### config.mk
export PLATFORM = sky130hd
export DESIGN_NAME = pc_gen_ras_flat
export DESIGN_NICKNAME = d
export VERILOG_FILES = /design/src/rtl/pc_gen_ras_if.sv /design/src/rtl/pc_gen_ras.sv /design/src/flat_wrapper.sv
export SDC_FILE = /design/constraint.sdc
export NUM_CORES = 1
export LEC_CHECK = 0
export CELL_PAD_IN_SITES_DETAIL_PLACEMENT = 1
export CELL_PAD_IN_SITES_GLOBAL_PLACEMENT = 2
export CORE_ASPECT_RATIO = 1.2
export CORE_MARGIN = 1
export CORE_UTILIZATION = 37
export DETAILED_ROUTE_END_ITERATION = 12
export GPL_ROUTABILITY_DRIVEN = 1
export GPL_TIMING_DRIVEN = 0
export MAX_ROUTING_LAYER = met4
export PLACE_DENSITY_LB_ADDON = 0.1
export SETUP_SLACK_MARGIN = 0.1
export SKIP_CTS_REPAIR_TIMING = 1
export SYNTH_ARGS = -nofsm -noshare
export SYNTH_HDL_FRONTEND = slang
export SYNTH_SLANG_ARGS = --single-unit
### constraint.sdc
create_clock -name clk -period 3.4 [get_ports clk]
set_input_delay 1.02 -clock clk [delete_from_list [all_inputs] [get_ports clk]]
set_output_delay 1.02 -clock clk [all_outputs]
set_load 0.01 [all_outputs]
### src/rtl/pc_gen_ras_if.sv
// pc_gen_ras_if
//  Groups the fetch-stage PC generator control inputs and status outputs.
//  master: the side that issues control (decode / EX / exception logic).
//  slave : the PC generator itself.
//  Signals:
//   pc_wrt, exc_valid, redirect_valid/redirect_addr, jmp_valid/jmp_addr,
//   jmp_link, ret_valid               -> control toward the PC generator
//   pc, pc_seq, ras_count, ret_miss, ras_ovf -> status from the PC generator
interface pc_gen_ras_if #(
    parameter int AW        = 8,
    parameter int RAS_DEPTH = 4
);
    localparam int CW = $clog2(RAS_DEPTH) + 1;

    logic          pc_wrt;
    logic          exc_valid;
    logic          redirect_valid;
    logic [AW-1:0] redirect_addr;
    logic          jmp_valid;
    logic [AW-1:0] jmp_addr;
    logic          jmp_link;
    logic          ret_valid;
    logic [AW-1:0] pc;
    logic [AW-1:0] pc_seq;
    logic [CW-1:0] ras_count;
    logic          ret_miss;
    logic          ras_ovf;

    modport master (
        output pc_wrt, exc_valid, redirect_valid, redirect_addr,
               jmp_valid, jmp_addr, jmp_link, ret_valid,
        input  pc, pc_seq, ras_count, ret_miss, ras_ovf
    );

    modport slave (
        input  pc_wrt, exc_valid, redirect_valid, redirect_addr,
               jmp_valid, jmp_addr, jmp_link, ret_valid,
        output pc, pc_seq, ras_count, ret_miss, ras_ovf
    );
endinterface

### src/rtl/pc_gen_ras.sv
// pc_gen_ras
//  Fetch-stage program counter with a circular return-address stack.
//  Next PC priority: exception > redirect > stall > return > jump > sequential.
//  Ports:
//   clk  : clock, all state updates on posedge
//   rst  : synchronous active-high reset
//   bus  : pc_gen_ras_if.slave (control inputs, pc / pc_seq / ras_count /
//          ret_miss / ras_ovf outputs)
module pc_gen_ras #(
    parameter int            AW        = 8,
    parameter logic [AW-1:0] RESET_VEC = AW'('hFE),
    parameter logic [AW-1:0] EXC_VEC   = AW'('h80),
    parameter logic [AW-1:0] INC       = AW'(1),
    parameter int            RAS_DEPTH = 4
) (
    input  logic         clk,
    input  logic         rst,
    pc_gen_ras_if.slave  bus
);
    localparam int PW = $clog2(RAS_DEPTH);
    localparam int CW = PW + 1;
    localparam logic [CW-1:0] FULL = CW'(RAS_DEPTH);

    logic [AW-1:0] pc_reg, pc_next;
    logic [PW-1:0] ptr_reg, ptr_next;
    logic [CW-1:0] count_reg, count_next;
    logic          ret_miss_reg, ret_miss_next;
    logic          ras_ovf_reg, ras_ovf_next;
    logic          push_en;
    logic [AW-1:0] pc_seq;

    // Small stack: top is read combinationally so a pop lands on pc in one
    // cycle; contents are never cleared, only count/pointer are.
    logic [AW-1:0] ras_mem [RAS_DEPTH];

    assign pc_seq = pc_reg + INC;

    always_comb begin
        pc_next       = pc_reg;
        ptr_next      = ptr_reg;
        count_next    = count_reg;
        ret_miss_next = 1'b0;
        ras_ovf_next  = 1'b0;
        push_en       = 1'b0;
        if (bus.exc_valid) begin
            pc_next    = EXC_VEC;
            count_next = '0;
        end else if (bus.redirect_valid) begin
            pc_next = bus.redirect_addr;
        end else if (!bus.pc_wrt) begin
            pc_next = pc_reg;
        end else if (bus.ret_valid) begin
            if (count_reg != '0) begin
                pc_next    = ras_mem[ptr_reg];
                ptr_next   = ptr_reg - 1'b1;
                count_next = count_reg - 1'b1;
            end else begin
                // Pop on empty: fall through sequentially, pointer stays put.
                pc_next       = pc_seq;
                ret_miss_next = 1'b1;
            end
        end else if (bus.jmp_valid) begin
            pc_next = bus.jmp_addr;
            if (bus.jmp_link) begin
                push_en  = 1'b1;
                ptr_next = ptr_reg + 1'b1;
                // When full the pointer wrap overwrites the oldest entry.
                if (count_reg == FULL) ras_ovf_next = 1'b1;
                else                   count_next   = count_reg + 1'b1;
            end
        end else begin
            pc_next = pc_seq;
        end
    end

    always_ff @(posedge clk) begin
        if (rst) begin
            pc_reg       <= RESET_VEC;
            ptr_reg      <= '0;
            count_reg    <= '0;
            ret_miss_reg <= 1'b0;
            ras_ovf_reg  <= 1'b0;
        end else begin
            pc_reg       <= pc_next;
            ptr_reg      <= ptr_next;
            count_reg    <= count_next;
            ret_miss_reg <= ret_miss_next;
            ras_ovf_reg  <= ras_ovf_next;
        end
    end

    always_ff @(posedge clk) begin
        if (!rst && push_en) ras_mem[ptr_reg + 1'b1] <= pc_seq;
    end

    assign bus.pc        = pc_reg;
    assign bus.pc_seq    = pc_seq;
    assign bus.ras_count = count_reg;
    assign bus.ret_miss  = ret_miss_reg;
    assign bus.ras_ovf   = ras_ovf_reg;
endmodule

### src/flat_wrapper.sv
// flat-port wrapper written by rule: the top's interface ports become plain ports
module pc_gen_ras_flat 
#(
    parameter int            AW        = 8,
    parameter logic [AW-1:0] RESET_VEC = AW'('hFE),
    parameter logic [AW-1:0] EXC_VEC   = AW'('h80),
    parameter logic [AW-1:0] INC       = AW'(1),
    parameter int            RAS_DEPTH = 4
)
  (clk, rst, bus_pc_wrt, bus_exc_valid, bus_redirect_valid, bus_redirect_addr, bus_jmp_valid, bus_jmp_addr, bus_jmp_link, bus_ret_valid, bus_pc, bus_pc_seq, bus_ras_count, bus_ret_miss, bus_ras_ovf);
  pc_gen_ras_if #(.AW(AW), .RAS_DEPTH(RAS_DEPTH)) bus_i ();
  input  logic clk;
  input  logic rst;
  input wire logic [$bits(bus_i.pc_wrt)-1:0] bus_pc_wrt;
  input wire logic [$bits(bus_i.exc_valid)-1:0] bus_exc_valid;
  input wire logic [$bits(bus_i.redirect_valid)-1:0] bus_redirect_valid;
  input wire logic [$bits(bus_i.redirect_addr)-1:0] bus_redirect_addr;
  input wire logic [$bits(bus_i.jmp_valid)-1:0] bus_jmp_valid;
  input wire logic [$bits(bus_i.jmp_addr)-1:0] bus_jmp_addr;
  input wire logic [$bits(bus_i.jmp_link)-1:0] bus_jmp_link;
  input wire logic [$bits(bus_i.ret_valid)-1:0] bus_ret_valid;
  output wire logic [$bits(bus_i.pc)-1:0] bus_pc;
  output wire logic [$bits(bus_i.pc_seq)-1:0] bus_pc_seq;
  output wire logic [$bits(bus_i.ras_count)-1:0] bus_ras_count;
  output wire logic [$bits(bus_i.ret_miss)-1:0] bus_ret_miss;
  output wire logic [$bits(bus_i.ras_ovf)-1:0] bus_ras_ovf;
  assign bus_i.pc_wrt = bus_pc_wrt;
  assign bus_i.exc_valid = bus_exc_valid;
  assign bus_i.redirect_valid = bus_redirect_valid;
  assign bus_i.redirect_addr = bus_redirect_addr;
  assign bus_i.jmp_valid = bus_jmp_valid;
  assign bus_i.jmp_addr = bus_jmp_addr;
  assign bus_i.jmp_link = bus_jmp_link;
  assign bus_i.ret_valid = bus_ret_valid;
  assign bus_pc = bus_i.pc;
  assign bus_pc_seq = bus_i.pc_seq;
  assign bus_ras_count = bus_i.ras_count;
  assign bus_ret_miss = bus_i.ret_miss;
  assign bus_ras_ovf = bus_i.ras_ovf;
  pc_gen_ras #(.AW(AW), .RESET_VEC(RESET_VEC), .EXC_VEC(EXC_VEC), .INC(INC), .RAS_DEPTH(RAS_DEPTH)) u_core (.clk(clk), .rst(rst), .bus(bus_i));
endmodule
==> impl_metrics.env <==
export IMPL_status="finished, final reports clean"
export IMPL_clkTransAtPathRegs_ns=0.09
export IMPL_clock_sinks=49
export IMPL_cts_buffers=5
export IMPL_drt_vias_per_instance=5.610
export IMPL_globalRoute_totalOverflow=0
export IMPL_required_ns=2.38
export IMPL_largest_reg_flops=32
export IMPL_hpwl_mm=4.359
export IMPL_vias=1728
export IMPL_synth_area_per_cell_sq_um=13.09
export IMPL_hold_class="register to register"
export IMPL_routabilityCongestion=0.7638
export IMPL_drc=0
export IMPL_rows=31
export IMPL_yosysWarnings=0
export IMPL_ant_nets=0
export IMPL_place_port_buffers=41
export IMPL_critical_path_max_fanout=6
export IMPL_slew_violations=0
export IMPL_hold_violations=0
export IMPL_maxCapViolCount=0
export IMPL_drt_total_wl_mm=5.962
export IMPL_wl_per_cell_um=19.36
export IMPL_htree_levels=2
export IMPL_skew_ns=0.009385
export IMPL_relSlewSlack_pct=43.47
export IMPL_first_pass_iters=4
export IMPL_root_buffer="clkbuf_8"
export IMPL_ys_flop_type="edfxtp_1"
export IMPL_setup_tns_final_ns=0
export IMPL_synth_seq_area_share_pct=56.16
export IMPL_clock_tree_buffer_depth=2
export IMPL_cts_tree="yes"
export IMPL_synthCells=177
export IMPL_combPwrFrac_pct=13.3
export IMPL_p_sw_share_pct=23.37
export IMPL_start_util_pct=38.30
export IMPL_leakage_nw=0.9867
export IMPL_power_frac_seq_pct=53.1
export IMPL_grt_pass1_wl_mm=9.349
export IMPL_rsz0062_at_grt="false"
export IMPL_num_io_pins=45
export IMPL_synth_area_sq_um=2317
export IMPL_grt_max_degree=16
export IMPL_synth_seq_cells=49
export IMPL_critPathKind="register to primary output"
export IMPL_fp_dieArea_sq_um=6584
export IMPL_drtIter0Drc=83
export IMPL_fin_crit_sh_pct=93.29
export IMPL_synth_edf_count=32
export IMPL_worstSetupEndpointType="primary output"
export IMPL_area_growth_synth_to_final_pct=27.27
export IMPL_ys_types=49
export IMPL_fp_dieW_um=74.24
export IMPL_p_int_mw=0.9503
export IMPL_final_nets=255
export IMPL_antenna_found_initial=0
export IMPL_p_switching_mw=0.2899
export IMPL_drive_gt1_share_pct=8.407
export IMPL_gr_usage_all_layers_pct=20.27
export IMPL_clk_latency_ns=0.30
export IMPL_max_freq_mhz=315.3
export IMPL_coreArea_sq_um=6051
export IMPL_setup_viol_count_final=0
export IMPL_die_y_um=88.69
export IMPL_ir_drop_mv=0.2354
export IMPL_power_density_nw_per_um2=420.5
export IMPL_fin_ws_ns=0.2283
export IMPL_r2r_slack_ns=1.31
export IMPL_grt_pass1_vias=1790
export IMPL_tightestPinTransition_ns=0.8408
export IMPL_clkPwrFrac_pct=33.5
export IMPL_antenna_diode_count=0
export IMPL_place_ws_ns=0.1450
export IMPL_finalCriticalPeriod_ns=3.172
export IMPL_setup_worst_path_start_class="register"
export IMPL_syn_num_nets=207
export IMPL_ys_async_sr_fraction_pct=0
export IMPL_crit_arrival_ns=2.15
==> metrics by stage <==
stage / hold slack (ns) / cells / cell area (sq um) / power, mW / utilization, %
2_1_floorplan: 0.5321 / 177 / 2317 / 0.7489 / -
3_3_place_gp: 0.5383 / 300 / 2830 / 0.8324 / 46.77
3_5_place_dp: 0.5411 / 300 / 2830 / 0.8366 / 46.77
4_1_cts: 0.5720 / 308 / 2942 / 1.251 / 48.61
5_1_grt: 0.6237 / 308 / 2949 / 1.291 / 48.74
6_report: 0.5816 / 308 / 2949 / 1.240 / 48.74
==> cell usage after synthesis, types with 2 or more instances <==
library cell / number / area share [%]
inv_1: 9 / 1.5
o221ai_1: 8 / 3.0
o21ai_0: 5 / 1.1
a21o_1: 2 / 0.65
nor2_1: 4 / 0.65
or3_1: 2 / 0.54
edfxtp_1: 32 / 41
nand3_1: 4 / 0.86
and4_1: 3 / 1.1
and2_1: 4 / 1.1
nand2_1: 5 / 0.81
nor3b_1: 4 / 1.3
o31a_1: 2 / 0.76
dfxtp_1: 17 / 15
a221oi_1: 2 / 0.76
buf_2: 2 / 0.43
a21oi_1: 14 / 3.0
mux4_1: 7 / 7.9
xor2_1: 2 / 0.76
o31ai_1: 3 / 0.97
a221o_1: 3 / 1.3
clkbuf_1: 4 / 0.65
xnor2_1: 3 / 1.1
nor3_1: 5 / 1.1
ha_1: 5 / 2.7
or2_2: 3 / 0.81
==> power by group through the flow <==
stage | Sequential [mW] | Clock, mW | Combinational, mW
after CTS | 0.659 | 0.428 | 0.165
after floorplan | 0.673 | 0 | 0.0757
after global placement | 0.672 | 0 | 0.160
after detailed placement | 0.672 | 0 | 0.164
after global routing | 0.661 | 0.450 | 0.180
final | 0.659 | 0.416 | 0.165
==> worst paths after layout <==
| kind | start | to | cells after the start |
|---|---|---|---|
| worst max-delay path | u_core.bus.pc[2] | bus_pc_seq[7] | 4 |
| worst min-delay path | u_core.bus.pc[1] | u_core.bus.pc[1] | 2 |
| worst max register to register | u_core.bus.ras_count[1] | u_core.bus.pc[4] | 4 |
| worst min register to register | u_core.bus.pc[1] | u_core.bus.pc[1] | 2 |
==> placed cells by master, fill, tap and decap left out, drive strengths merged, types with 2 or more instances in the layout <==
cell type,Yosys,routed
or2,3,3
o31a,2,2
nand2,5,5
dfxtp,17,17
mux4,8,8
a221o,3,3
and2,4,4
xnor2,3,3
a21oi,14,14
inv,9,9
o21ai,5,5
nor3,5,5
clkbuf,4,10
nor2,5,5
nand3,4,4
or3,2,2
edfxtp,32,32
a221oi,2,2
o31ai,3,3
o221ai,8,8
nor3b,5,5
a21o,2,2
buf,3,3
clkdlybuf4s50,0,41
and4,3,3
xor2,2,2
ha,5,5
==> worst max-delay path, stage by stage, from the launching register on <==
cell	delay, ns
dfxtp_1	0.45
nand3_1	0.21
o31a_1	0.33
or2_2	0.36
clkdlybuf4s50_1	0.50
==> final cells by class <==
class | instances | area (sq um)
Multi-Input combinational cell | 112 | 953.4
Tap cell | 82 | 102.6
Fill cell | 640 | 3102
Timing Repair Buffer | 41 | 410.4
Clock inverter | 2 | 38.79
Buffer | 7 | 36.28
Sequential cell | 49 | 1301
Inverter | 9 | 33.78
Clock buffer | 6 | 72.57
==> per-layer routing <==
layer / GRT usage, % / share of wire [%]
met3: 2.847 / 4.1
met4: 9.262 / 2.8
met5: - / 0
met2: 30.08 / 47
met1: 27.50 / 46
==> logic make-up after synthesis <==
kind of cell | count (synthesis) | synth area share (%)
muxes | 8 | 8.909
DFF | 49 | 56.16
adders and majority gates | 6 | 3.564
AOI/OAI and AO/OA | 48 | 14.58
xor gates and xnor gates | 5 | 1.890
and+or+nand+nor | 45 | 11.88
buffers and inverters | 16 | 3.023
Power figures use the tool's default switching activity.
